$ cat config.mk
export PLATFORM = sky130hd
export DESIGN_NAME = spislave
export DESIGN_NICKNAME = d
export VERILOG_FILES = /design/src/rtl/spislave.sv
export SDC_FILE = /design/constraint.sdc
export NUM_CORES = 1
export LEC_CHECK = 0
export CORE_AREA = 2 2 58 74
export CTS_CLUSTER_DIAMETER = 40
export DETAILED_ROUTE_END_ITERATION = 8
export DIE_AREA = 0 0 60 76
export MAX_ROUTING_LAYER = met4
export PLACE_DENSITY = 0.77
export SLEW_MARGIN = 30
export SYNTH_ARGS = -nofsm -noshare
export SYNTH_HDL_FRONTEND = slang
export SYNTH_SLANG_ARGS = --single-unit
$ cat constraint.sdc
create_clock -name clkin -period 5.8 [get_ports clkin]
set_clock_uncertainty 0.1 [all_clocks]
set_input_delay 0.87 -clock clkin [delete_from_list [all_inputs] [get_ports clkin]]
set_output_delay 0.87 -clock clkin [all_outputs]
set_load 0.01 [all_outputs]
$ cat src/rtl/spislave.sv
// rtl/spislave.sv - SPI responder with resynchronised pins, TX holding buffer and RX strobe; optional SPISLAVE_LSBFIRST_EN
module spislave (
    input  logic       clkin,
    input  logic       rst_n,
    input  logic       cpol,
    input  logic       cpha,
    input  logic       cspol,
`ifdef SPISLAVE_LSBFIRST_EN
    input  logic       lsbfirst,
`endif
    input  logic       sclk,
    input  logic       mosi,
    input  logic       cs,
    output logic       miso,
    output logic       misoen,
    input  logic [7:0] data_i,
    input  logic       tx_load,
    output logic       tx_ready,
    output logic [7:0] data_o,
    output logic       rx_valid,
    output logic       active
);

    typedef enum logic {IDLE, SELECTED} state_e;

    logic       lsb;
`ifdef SPISLAVE_LSBFIRST_EN
    assign lsb = lsbfirst;
`else
    assign lsb = 1'b0;
`endif

    // [0] first sync stage, [1] second stage, [2] delayed copy for edge detect
    logic [2:0] sclk_sync_q;
    logic [1:0] mosi_sync_q;
    logic [1:0] cs_sync_q;

    state_e     state_q, state_d;
    logic       armed_q, armed_d;
    logic [2:0] bit_cnt_q, bit_cnt_d;
    logic [7:0] rx_sh_q, rx_sh_d;
    logic [7:0] tx_sh_q, tx_sh_d;
    logic       miso_q, miso_d;
    logic [7:0] data_q, data_d;
    logic       rx_valid_q, rx_valid_d;
    logic [7:0] hold_q, hold_d;
    logic       hold_full_q, hold_full_d;

    logic       cs_act, sclk_rise, sclk_fall, lead, trail, sample, shift;
    logic       do_load;
    logic [7:0] load_src, rx_next;

    // Resynchronise the asynchronous SPI pins into the clkin domain
    always_ff @(posedge clkin or negedge rst_n) begin
        if (!rst_n) begin
            sclk_sync_q <= 3'b000;
            mosi_sync_q <= 2'b00;
            cs_sync_q   <= 2'b00;
        end else begin
            sclk_sync_q <= {sclk_sync_q[1:0], sclk};
            mosi_sync_q <= {mosi_sync_q[0], mosi};
            cs_sync_q   <= {cs_sync_q[0], cs};
        end
    end

    // Edge classification relative to the configured clock polarity/phase
    always_comb begin
        cs_act    = cs_sync_q[1] ^ cspol;
        sclk_rise = sclk_sync_q[1] & ~sclk_sync_q[2];
        sclk_fall = ~sclk_sync_q[1] & sclk_sync_q[2];
        lead      = cpol ? sclk_fall : sclk_rise;
        trail     = cpol ? sclk_rise : sclk_fall;
        sample    = cpha ? trail : lead;
        shift     = cpha ? lead : trail;
        load_src  = hold_full_q ? hold_q : 8'hFF;
    end

    // Transfer FSM: bit counting, shifters, holding buffer and RX delivery
    always_comb begin
        state_d     = state_q;
        armed_d     = armed_q;
        bit_cnt_d   = bit_cnt_q;
        rx_sh_d     = rx_sh_q;
        tx_sh_d     = tx_sh_q;
        miso_d      = miso_q;
        data_d      = data_q;
        rx_valid_d  = 1'b0;
        hold_d      = hold_q;
        hold_full_d = hold_full_q;
        do_load     = 1'b0;
        rx_next     = lsb ? {mosi_sync_q[1], rx_sh_q[7:1]} : {rx_sh_q[6:0], mosi_sync_q[1]};

        // After reset CS must be seen inactive once before a new selection,
        // so an interrupted transfer is never picked up mid-byte.
        if (!cs_act) begin
            armed_d = 1'b1;
        end

        case (state_q)
            IDLE: begin
                bit_cnt_d = 3'd0;
                if (cs_act && armed_q) begin
                    state_d = SELECTED;
                    do_load = ~cpha;
                end
            end
            SELECTED: begin
                if (!cs_act) begin
                    state_d   = IDLE;
                    bit_cnt_d = 3'd0;
                    rx_sh_d   = 8'h00;
                    tx_sh_d   = 8'h00;
                    miso_d    = 1'b0;
                end else if (sample) begin
                    rx_sh_d   = rx_next;
                    bit_cnt_d = bit_cnt_q + 3'd1;
                    if (bit_cnt_q == 3'd7) begin
                        data_d     = rx_next;
                        rx_valid_d = 1'b1;
                    end
                end else if (shift) begin
                    // A shift edge at count 0 starts a new byte: reload instead of shifting
                    if (bit_cnt_q == 3'd0) begin
                        do_load = 1'b1;
                    end else begin
                        tx_sh_d = lsb ? (tx_sh_q >> 1) : (tx_sh_q << 1);
                        miso_d  = lsb ? tx_sh_q[1] : tx_sh_q[6];
                    end
                end
            end
            default: state_d = IDLE;
        endcase

        if (do_load) begin
            tx_sh_d = load_src;
            miso_d  = lsb ? load_src[0] : load_src[7];
            if (hold_full_q) begin
                hold_full_d = 1'b0;
            end
        end

        // The buffer only accepts a write while empty; on an underrun load
        // the shifter takes 0xFF and the buffer still captures the write.
        if (tx_load && !hold_full_q) begin
            hold_d      = data_i;
            hold_full_d = 1'b1;
        end
    end

    // State registers
    always_ff @(posedge clkin or negedge rst_n) begin
        if (!rst_n) begin
            state_q     <= IDLE;
            armed_q     <= 1'b0;
            bit_cnt_q   <= 3'd0;
            rx_sh_q     <= 8'h00;
            tx_sh_q     <= 8'h00;
            miso_q      <= 1'b0;
            data_q      <= 8'h00;
            rx_valid_q  <= 1'b0;
            hold_q      <= 8'h00;
            hold_full_q <= 1'b0;
        end else begin
            state_q     <= state_d;
            armed_q     <= armed_d;
            bit_cnt_q   <= bit_cnt_d;
            rx_sh_q     <= rx_sh_d;
            tx_sh_q     <= tx_sh_d;
            miso_q      <= miso_d;
            data_q      <= data_d;
            rx_valid_q  <= rx_valid_d;
            hold_q      <= hold_d;
            hold_full_q <= hold_full_d;
        end
    end

    assign miso     = miso_q;
    assign misoen   = (state_q == SELECTED);
    assign active   = (state_q == SELECTED);
    assign tx_ready = ~hold_full_q;
    assign data_o   = data_q;
    assign rx_valid = rx_valid_q;

endmodule

# [After elaboration in Yosys (flattened, before gate mapping)]
# Index checks and enable logic that the tools add are counted.
[word_totals] ff_bits=45 inputBits=17
[classes] addsub=1 eq_ne=6 mux=37 bitwise_logic=8 reduce_logical=9
[ops] operator="two-way mux 7 bit" n=8
[ops] operator="two-way mux 1 bit" n=23
[ops] operator="two-way mux 8 bit" n=1
[ops] operator="AND reduction 4 bit" n=2
[ops] operator="two-way mux 3 bit" n=2
[ops] operator="!= test 3 x 2 -> 1 bit, second input constant" n=2
[ops] operator="one-hot mux 3 bit (2 select lines)" n=1
[ops] operator="inverter 1 bit" n=5
[ops] operator="one-hot mux 1 bit (2 select lines)" n=2
[ops] operator="nonzero test 2 bit" n=2
[ops] operator="adder 3 x 1 -> 3 bit, second input constant" n=1
[ops] operator="== test 3 bit, second input constant" n=1
[ops] operator="zero test 3 bit" n=1
[ops] operator="!= test 3 x 1 -> 1 bit, second input constant" n=1
[ops] operator="!= test 3 bit, second input constant" n=1
[ops] operator="AND 1 bit" n=2
[ops] operator="logical AND 1 bit" n=2
[ops] operator="!= test 2 x 1 -> 1 bit, second input constant" n=1
[ops] operator="AND reduction 2 bit" n=1
[ops] operator="zero test 1 bit" n=1
[ops] operator="XOR 1 bit" n=1

# [Logic depth before layout (Yosys ltp)]
[logic_depth] ltp_word=10 mapped_depth=7

# [Worst setup path after synthesis]
# No wires, ideal clock.
[synth_path] kind="input -> register" startpoint="input cpha" endpoint="register data_q[0], in the netlist data_o[0]" setup_ns=0.125 arrival_time_ns=2.322 required_ns=5.575 path_slack_ns=3.253 cell_stages=7 path_cell_list="xor2_2 mux2i_2 nor2b_4 buf_6 and2_4 buf_6 mux2_4"
[synth_between] elab_chain_len=2
[synth_rtl] item="start: declaration" line_no="6" text="input logic cpha,"
[synth_rtl] item="two-way mux 1 bit" line_no="73" text="sample = cpha ? trail : lead;"
[synth_rtl] item="AND reduction 4 bit (no source line)"
[synth_rtl] item="end signal: assignment" line_no="170" text="data_q <= data_d;"
[synth_rtl] item="end: declaration" line_no="44" text="logic [7:0] data_q, data_d;"
# No other way between the ends.
# A chain may end at the register's enable or synchronous reset.

# [Final worst setup path]
[layout_path] startpoint="input cpha" endpoint="register tx_sh_q[1]"
[layout_between] elab_chain_len=7
[layout_rtl] item="two-way mux 1 bit" line_no="74" text="shift = cpha ? lead : trail;"
[layout_rtl] item="two-way mux 1 bit" line_no="121" text="end else if (shift) begin"
[layout_rtl] item="two-way mux 1 bit" line_no="114" text="end else if (sample) begin"
[layout_rtl] item="two-way mux 1 bit" line_no="108" text="if (!cs_act) begin"
[layout_rtl] item="one-hot mux 1 bit (2 select lines)" line_no="99" text="case (state_q)"
[layout_rtl] item="!= test 3 bit (no source line) (tied with other cells)"
[layout_rtl] item="AND reduction 4 bit (no source line)"
[layout_rtl] item="end signal: assignment" line_no="168" text="tx_sh_q <= tx_sh_d;"
[layout_rtl] item="end: declaration" line_no="42" text="logic [7:0] tx_sh_q, tx_sh_d;"
# Parallel ways exist; a longest one is shown, timed or not.

==> out/summary.txt <==
Status: finished, final reports clean
CP Class: in2reg
Synth area leaders: dfrtp_1 (55%), mux2_2 (8.2%), mux2_4 (5.9%), nor2_1 (4.0%), a21o_1 (3.3%)
First-pass GRT wire length: 6390 um
Final setup violation count: 0
#FFs+latches synth: 45
Worst slack at placement: 2570 ps
Reg clk slew, reported paths: 80 ps
Total GRT Usage: 19.1%
Data arrival, critical path: 3000 ps
Clock root cell: clkbuf_8
DR pass1 iterations: 4
Chip Height: 76 um
Pins over their slew limit: 0
Final net count: 214
Vias in the first global route: 1,354
IR drop worst, VDD: 188 uV
Syn Nets: 186
Distinct cells, synth: 31
DR DRC count: 0
Period minus WS final: 2910 ps
Overall die width: 60 um
Post-route ant nets: 0
Cell accounting for the most synthesized area: dfrtp_1
Cell row count: 26
Worst-Margin Slew: 902 ps
Setup bufs post-CTS: 0
Cell count after synthesis: 166
CP required: 5890 ps
Post-synth ARST share: 100%
Crit path capture type: flip-flop
Final Hold Viols: 0
CP cell instances: clkdlybuf4s50_1, xor2_2, mux2i_1, nand4b_1, mux2_2, o221ai_1
RSZ-0062 raised after global routing: no
CTS tree: built
Worst slew margin: 39.6%
Hold crit path type: reg2reg
Most frequent cells in the layout: dfrtp_1 (45), clkdlybuf4s50_1 (28), nor2_1 (22)
Largest net degree at the start of global routing: 46
Seq/Total Area, Yosys: 55.0%
Die area: 4560 um^2
Commonest non-fill, non-tap cell in the layout: dfrtp_1
Fin worst setup slack: 2890 ps
# resized after CTS: 0
TritonCTS Buffers: 5
Max Clock Freq: 344 MHz
I/O pin count: 30
Register area: 1130 um^2
Critical-path top delay cell: clkdlybuf4s50_1
Fill count: 324
Vias per inst: 5.42
Clock Latency Late Sink: 290 ps
Avg WL per Cell: 15.1 um
# diodes: 0
TNS Setup: 0 ps
Power consumption: 0.000829 W
Area grow syn2layout: 20.2%
IO buf count: 29
Top_reg_cell synth: dfrtp_1
Final wirelength: 3760 um
Final period util: 50.2%
GRT Residual Overflow: 0
Multi-input combinational cell area: 858 um^2
Post-synth top area share: 55.0%
Synthesis Warnings: 0
Critical Path Start Type: primary input
Synthesized area: 2050 um^2
CP max FO: 8
CTS H-tree lvls: 2
CP peak stage delay: 560 ps
Initial Utilization: 52.0%
Routability cong.: 0.716
Number of synthesized flops with an enable pin: 0
Share of cells above drive strength 1: 18.6%
Initial antenna violation count: 0
Core ar.: 3940 um^2
Max Cap Violations: 0
Leak pwr: 1.08 nW
Max Root-Sink Buffers: 2
Initial DRC Count: 31
Total number of vias: 1,355
Cts hold-fix bufs: 0
Final HPWL DP: 2740 um
Synth Area per Inst: 12.3 um^2
Cell Pwr Density: 337 nW/um^2
Sink Count: 45
-- final cells by class --
| class | count | share of cell area, % |
|---|---|---|
| clock buffer | 5 | 2.80 |
| clock inverter | 2 | 1.42 |
| inverter | 4 | 0.610 |
| multi-input combinational | 109 | 34.9 |
| sequential | 45 | 45.8 |
| tap | 56 | 2.85 |
| timing repair buffer | 29 | 11.7 |
-- registers in the layout (all words and copies together), names as in the netlist, 2 cells and up --
register     flops
sclk_sync_q      3
bit_cnt_q        3
data_o           8
tx_sh_q          7
hold_q           8
cs_sync_q        2
rx_sh_q          7
mosi_sync_q      2
-- Yosys cell counts (2+ instances only) --
master and instances:
dfrtp_1 45, mux2i_1 2, o221ai_1 7, nand3_1 7, o22ai_1 2, nand2b_1 3, nor2_1 22, clkbuf_1 5
a21o_1 9, a22o_1 7, xnor2_1 2, nand2_1 9, buf_6 2, a21oi_1 2, mux2_2 15, inv_1 3
ha_1 3, mux2_4 8
-- logic make-up (layout without fill, tap and decap cells) --
kind of cell               count (synthesis)  count (layout)  share of synthesized area [%]
buffers and inverters                     12              40                           3.12
DFF                                       45              45                           55.0
adders and majority gates                  3               3                           1.83
xor gates and xnor gates                   4               4                           2.08
AOI/OAI and AO/OA                         29              29                           11.0
muxes                                     26              26                           15.8
and+or+nand+nor                           47              47                           11.2
-- layer usage --
metal  share of wire, %  track usage (%)
met1                 40             22.2
met2                 54             31.6
met3                4.8             4.58
met4               0.96             6.67
met5                  0                -
-- where the power goes --
part / switching [W] / total [W] / internal [W]
Clock: 0.0000992 / 0.000224 / 0.000125
Combinational: 0.0000937 / 0.000198 / 0.000104
Sequential: 0.0000391 / 0.000406 / 0.000367
Total: 0.000232 / 0.000829 / 0.000597
-- path summary, 6_finish.rpt --
| kind | end | cells after the start | start | slack, ps |
|---|---|---|---|---|
| worst max-delay path | tx_sh_q[1]$_DFFE_PN0P_ | 6 | cpha | 2890 |
| worst min-delay path | mosi_sync_q[1]$_DFF_PN0_ | 0 | mosi_sync_q[0]$_DFF_PN0_ | 260 |
| worst max register to register | tx_sh_q[1]$_DFFE_PN0P_ | 3 | active$_DFF_PN0_ | 3590 |
| worst min register to register | mosi_sync_q[1]$_DFF_PN0_ | 0 | mosi_sync_q[0]$_DFF_PN0_ | 260 |
| max in group asynchronous | hold_q[5]$_DFFE_PN0P_ | 1 | rst_n | 4760 |
| min in group asynchronous | bit_cnt_q[2]$_DFFE_PN0P_ | 1 | rst_n | 460 |
-- worst max-delay path, delay by kind of cell --
family                 cells  cell delay [ps]
buffers and inverters      1              560
multiplexers               2              730
AO/OA/AOI/OAI              1              200
AND/OR/NAND/NOR            1              420
XOR/XNOR                   1              220
-- per-stage QoR --
step	cells	util [%]	instance area, um^2	hold WS, ps
floorplan	166	-	2050	231
global placement	243	59.8	2350	234
detailed placement	243	59.8	2350	245
CTS	250	62.5	2460	264
global route	250	62.5	2460	271
finish	250	62.5	2460	261
Note: power is estimated with default switching activity, not from simulation.
